<file path="config.mk">
export PLATFORM = sky130hd
export DESIGN_NAME = alu_arbiter
export DESIGN_NICKNAME = d
export VERILOG_FILES = /design/src/rtl/alu_pkg.sv /design/src/rtl/alu_arbiter_mini_alu.sv /design/src/rtl/alu_arbiter.sv
export SDC_FILE = /design/constraint.sdc
export NUM_CORES = 1
export LEC_CHECK = 0
export CAP_MARGIN = 20
export CELL_PAD_IN_SITES_DETAIL_PLACEMENT = 0
export CELL_PAD_IN_SITES_GLOBAL_PLACEMENT = 1
export CORE_MARGIN = 2
export CORE_UTILIZATION = 41
export CTS_CLUSTER_DIAMETER = 120
export DETAILED_ROUTE_END_ITERATION = 6
export PLACE_DENSITY = 0.85
export SYNTH_ARGS = -nofsm -noshare
export SYNTH_HDL_FRONTEND = slang
export SYNTH_SLANG_ARGS = --single-unit
</file>
<file path="constraint.sdc">
create_clock -name clk -period 6.3 [get_ports clk]
set_input_delay 1.26 -clock clk [delete_from_list [all_inputs] [get_ports clk]]
set_output_delay 1.26 -clock clk [all_outputs]
set_load 0.05 [all_outputs]
</file>
<file path="src/rtl/alu_pkg.sv">
// alu_pkg: shared opcode/state types and default widths for the ALU arbiter
package alu_pkg;
  localparam int DEF_OP_W  = 4;
  localparam int DEF_RES_W = 20;
  typedef enum logic [1:0] {ADD, SUB, SHL, SHR} opcode_e;
  typedef enum logic [1:0] {IDLE, EXEC, RESP} state_e;
endpackage

</file>
<file path="src/rtl/alu_arbiter_mini_alu.sv">
// alu_arbiter_mini_alu: add/sub/shift unit shared by the arbiter requesters
// Ports: op1_i/op2_i operands, op_i 0=add/sub 1=shift, sign_i 0=add/left 1=sub/right, result_o
module alu_arbiter_mini_alu #(
  parameter int OP_W  = 4,
  parameter int RES_W = 20
) (
  input  logic [OP_W-1:0]  op1_i,
  input  logic [OP_W-1:0]  op2_i,
  input  logic             op_i,
  input  logic             sign_i,
  output logic [RES_W-1:0] result_o
);
  logic [RES_W-1:0] a, b;
  assign a = RES_W'(op1_i);
  assign b = RES_W'(op2_i);
  assign result_o = op_i ? (sign_i ? a >> op2_i : a << op2_i) : (sign_i ? a - b : a + b);
endmodule

</file>
<file path="src/rtl/alu_arbiter.sv">
// alu_arbiter: round-robin sharing of one miniALU among NUM_REQ valid/ready requesters
// Ports: clk, rst (async high); req_valid/req_ready/req_op1/req_op2/req_opcode request side;
//        rsp_valid/rsp_ready/rsp_result response side; busy (not IDLE); ops_done handshake count
module alu_arbiter
  import alu_pkg::*;
#(
  parameter int NUM_REQ = 2,
  parameter int OP_W    = DEF_OP_W,
  parameter int RES_W   = DEF_RES_W,
  parameter int CNT_W   = 16
) (
  input  logic                    clk,
  input  logic                    rst,
  input  logic [NUM_REQ-1:0]      req_valid,
  output logic [NUM_REQ-1:0]      req_ready,
  input  logic [NUM_REQ*OP_W-1:0] req_op1,
  input  logic [NUM_REQ*OP_W-1:0] req_op2,
  input  logic [NUM_REQ*2-1:0]    req_opcode,
  output logic [NUM_REQ-1:0]      rsp_valid,
  input  logic [NUM_REQ-1:0]      rsp_ready,
  output logic [RES_W-1:0]        rsp_result,
  output logic                    busy,
  output logic [CNT_W-1:0]        ops_done
);
  localparam int GW = $clog2(NUM_REQ);
  // first requesting index at or above ptr, wrapping; lowest offset wins
  function automatic logic [GW-1:0] rr_pick(input logic [NUM_REQ-1:0] v, input logic [GW-1:0] ptr);
    logic [GW-1:0] p;
    p = ptr;
    for (int k = NUM_REQ - 1; k >= 0; k--)
      if (v[(int'(ptr) + k) % NUM_REQ]) p = GW'((int'(ptr) + k) % NUM_REQ);
    return p;
  endfunction
  state_e            state_q, state_d;
  opcode_e           opc_q, opc_d;
  logic [OP_W-1:0]   op1_q, op1_d, op2_q, op2_d;
  logic [GW-1:0]     gnt_q, gnt_d, rr_q, rr_d, pick;
  logic [RES_W-1:0]  res_q, res_d, alu_res;
  logic [CNT_W-1:0]  cnt_q, cnt_d;
  logic              hs;
  assign hs         = state_q == RESP && rsp_ready[gnt_q];
  assign rsp_valid  = state_q == RESP ? NUM_REQ'(1) << gnt_q : '0;
  assign rsp_result = res_q;
  assign busy       = state_q != IDLE;
  assign ops_done   = cnt_q;
  // opcode encoding lines up with the ALU controls: bit1 selects shift, bit0 selects sub/right
  alu_arbiter_mini_alu #(.OP_W(OP_W), .RES_W(RES_W)) u_alu (
    .op1_i(op1_q), .op2_i(op2_q), .op_i(opc_q[1]), .sign_i(opc_q[0]), .result_o(alu_res)
  );
  always_comb begin
    pick      = rr_pick(req_valid, rr_q);
    state_d   = state_q;
    opc_d     = opc_q;
    op1_d     = op1_q;
    op2_d     = op2_q;
    gnt_d     = gnt_q;
    rr_d      = rr_q;
    res_d     = res_q;
    cnt_d     = cnt_q;
    req_ready = '0;
    if (state_q == IDLE && |req_valid) begin
      req_ready = NUM_REQ'(1) << pick;
      op1_d     = req_op1[pick*OP_W +: OP_W];
      op2_d     = req_op2[pick*OP_W +: OP_W];
      opc_d     = opcode_e'(req_opcode[pick*2 +: 2]);
      gnt_d     = pick;
      state_d   = EXEC;
    end
    if (state_q == EXEC) begin
      res_d   = alu_res;
      state_d = RESP;
    end
    if (hs) begin
      cnt_d   = cnt_q + 1'b1;
      rr_d    = gnt_q == GW'(NUM_REQ - 1) ? '0 : gnt_q + 1'b1;
      state_d = IDLE;
    end
  end
  always_ff @(posedge clk or posedge rst)
    if (rst) begin
      state_q <= IDLE;
      opc_q   <= ADD;
      op1_q   <= '0;
      op2_q   <= '0;
      gnt_q   <= '0;
      rr_q    <= '0;
      res_q   <= '0;
      cnt_q   <= '0;
    end else begin
      state_q <= state_d;
      opc_q   <= opc_d;
      op1_q   <= op1_d;
      op2_q   <= op2_d;
      gnt_q   <= gnt_d;
      rr_q    <= rr_d;
      res_q   <= res_d;
      cnt_q   <= cnt_d;
    end
endmodule

</file>
==> results_dict.tcl <==
set metrics [dict create \
    critical_path_required_ns 5.04 \
    gp_congestion 0.888 \
    dieHeight_um 86.6 \
    hold_path_class "reg -> reg" \
    r2r.worst_path.cells 6 \
    synth_top_family_by_area "simple AND/OR/NAND/NOR gates" \
    relSlewSlack_pct 47.4 \
    grt_pass1_vias 2250 \
    yosys.area_share.simple_pct 18.0 \
    wl_um 6340 \
    io_pins 67 \
    worstSetupPathType "in -> out" \
    clock_sinks 50 \
    synth.mux.area_fraction_pct 4.84 \
    die-width_um 86.6 \
    design.die.area_sq_um 7490 \
    reg2reg_to "rsp_result[18]$_DFFE_PP0N_" \
    grt.overflow.total 0 \
    rr_startpoint "op2_q[1]$_DFFE_PP0P_" \
    peakVddDrop_v 0.0000854 \
    antenna_found_initial 0 \
    fmax_ghz 0.218 \
    vias 2280 \
    async_flop_share_pct 100 \
    min_to "ops_done[15]$_DFFE_PP0P_" \
    cts_root_buf "clkbuf_8" \
    setup_violations 0 \
    instances_no_fill 428 \
    cts_buffers 5 \
    cp_max_fo 12 \
    rows 30 \
    synth_edf_count 0 \
    dr.pass1.iters 4 \
    hold_violations 0 \
    finalPower_w 0.000611 \
    grt_usage_pct 18.1 \
    cts_max_level 2 \
    drt-initial-drc-count 203 \
    io_buffers 66 \
    p_per_area_nw_per_um2 170 \
    ys_warn_count 0 \
    dpl.cell_count 420 \
    n_antenna_cell 0 \
    cap_violations 0 \
    status "finished clean" \
    tightest_slew_ns 0.783 \
    min_period_over_period_pct 73.0 \
    arrival_ns 3.34 \
    seq_area_frac_synth_pct 44.8 \
    area_growth_pct 28.5 \
    core_sq_um 6680 \
    cp-start-kind "primary input" \
    nNetsFinal 386 \
    cts_tree "done" \
    post_cts_resize_count 0 \
    hp-start "ops_done[15]$_DFFE_PP0P_" \
    cts_buffer_depth 2 \
    syn-cell-area_sq_um 2790 \
    ant_nets 0 \
    drive_gt1_share_pct 6.32 \
    syn_avg_cell_area_sq_um 9.73 \
    clock_latency_ns 0.30 \
    detailed_place_hpwl_um 4650 \
    rsz0062_at_grt "no" \
    postCtsHoldBufs 0 \
    drc_errors 0 \
    fin_setup_tns_ns 0 \
    final_max_slew_viol_count 0 \
    netlist_instances 287 \
    grt_pass1_wl_um 10900 \
    wl_per_cell_um 14.8 \
    finalCriticalPeriod_ns 4.60 \
    synthAdderAreaFrac_pct 5.91 \
    vias_per_cell 5.33 \
    clock_skew_ns 0.00867 \
    synthesis.nets 325 \
    post-cts-setup-buffers 0 \
    ys_ff_latch 50 \
    holdPathStages 1 \
    synthXorXnorAreaFrac_pct 5.02 \
    synth_compound_area_share_pct 15.5 \
    rrSetupSlack_ns 3.44 \
    leakagePower_nw 1.64 \
    initial_utilization_pct 41.8 \
    ys_types 51 \
    endpoint_kind "output port" \
    synth_ff_type "dfrtp_1" \
    clkTransAtPathRegs_ns 0.10 \
    grt_max_degree 51 \
]
==> metrics by stage <==
stage / setup slack, ns / hold slack [ns] / utilization, % / instance area [sq um]
floorplan: 3.16 / 0.483 / - / 2790
global route: 1.57 / 0.505 / 53.7 / 3590
global placement: 1.71 / 0.461 / 52.2 / 3490
detailed placement: 1.68 / 0.466 / 52.2 / 3490
finish: 1.70 / 0.472 / 53.7 / 3590
CTS: 1.66 / 0.479 / 53.4 / 3570
==> per-layer routing <==
| metal | up-vias | share of wire (%) | GRT usage [%] |
|---|---|---|---|
| met5 | - | 0 | 0 |
| met4 | 0 | 1.0 | 5.11 |
| met3 | 5 | 3.5 | 2.76 |
| met2 | 52 | 46 | 28.0 |
| met1 | 1080 | 50 | 26.4 |
| li1 | 1143 | - | - |
==> worst max-delay path, stage by stage <==
cell	delay [ns]
clkdlybuf4s50_1	0.49
o21ai_0	0.08
nor2_1	0.57
clkdlybuf4s50_1	0.94
==> report_power, final <==
| part | leakage [nW] | internal (W) | switching, W |
|---|---|---|---|
| registers | 0.672 | 0.000325 | 0.0000194 |
| logic | 0.920 | 0.0000421 | 0.0000398 |
| clock network | 0.0444 | 0.0000770 | 0.000107 |
==> registers in the layout, summed over array words and instances, names as in the netlist <==
name and cells:
op2_q 4, op1_q 4, state_q 2, rsp_result 20, rr_q 1, gnt_q 1, ops_done 16, opc_q 2
==> cell type report <==
cell class | count | area, sq um
Inverter | 23 | 86.3
Fill cell | 633 | 3090
Timing Repair Buffer | 69 | 696
Clock buffer | 5 | 68.8
Tap cell | 80 | 100
Sequential cell | 50 | 1250
Multi-Input combinational cell | 199 | 1370
Clock inverter | 2 | 13.8
==> layout by cell type (no fill, tap or decap), drive strengths merged, types with 2 or more instances in the layout <==
cell / count
mux2i: 9
buf: 3
nand3: 12
inv: 23
dfrtp: 50
a32oi: 4
a21oi: 9
o211ai: 4
o21ai: 10
nor2: 21
clkbuf: 5
clkinv: 2
fa: 2
a31oi: 3
nand4: 6
a22o: 2
a222oi: 10
nor3: 7
nor2b: 4
clkdlybuf4s50: 66
nand2b: 2
a22oi: 2
and2: 4
mux2: 4
xnor2: 10
o22a: 2
a21o: 2
a2111oi: 3
ha: 10
xor2: 6
nand2: 33
and3: 6
==> worst max path at each step <==
stage	from	end	slack [ns]
2_1_floorplan	req_valid[0]	req_ready[0]	3.16
3_3_place_gp	req_valid[1]	req_ready[1]	1.71
3_5_place_dp	req_valid[1]	req_ready[1]	1.68
4_1_cts	req_valid[1]	req_ready[1]	1.66
5_1_grt	req_valid[0]	req_ready[1]	1.57
6_report	req_valid[1]	req_ready[1]	1.70
==> cell usage after synthesis (5+ instances only) <==
cell	n	area, sq um
o21ai_0	6	30.0
nand2_1	33	124
and3_1	6	37.5
mux2i_1	9	90.1
xor2_1	6	52.6
ha_1	10	125
xnor2_1	10	87.6
dfrtp_1	50	1250
nand3_1	12	60.1
a21oi_1	9	45.0
a222oi_1	10	100
nand4_1	5	31.3
buf_2	9	45.0
nor3_1	6	30.0
nor2_1	20	75.1
inv_1	21	78.8
==> kinds of logic after synthesis <==
kind of cell | count (synthesis)
adders and majority gates | 12
DFF | 50
buffers and inverters | 38
and+or+nand+nor | 101
muxes | 13
xor gates and xnor gates | 16
AOI/OAI and AO/OA | 57
(Power assumes the default switching activity.)
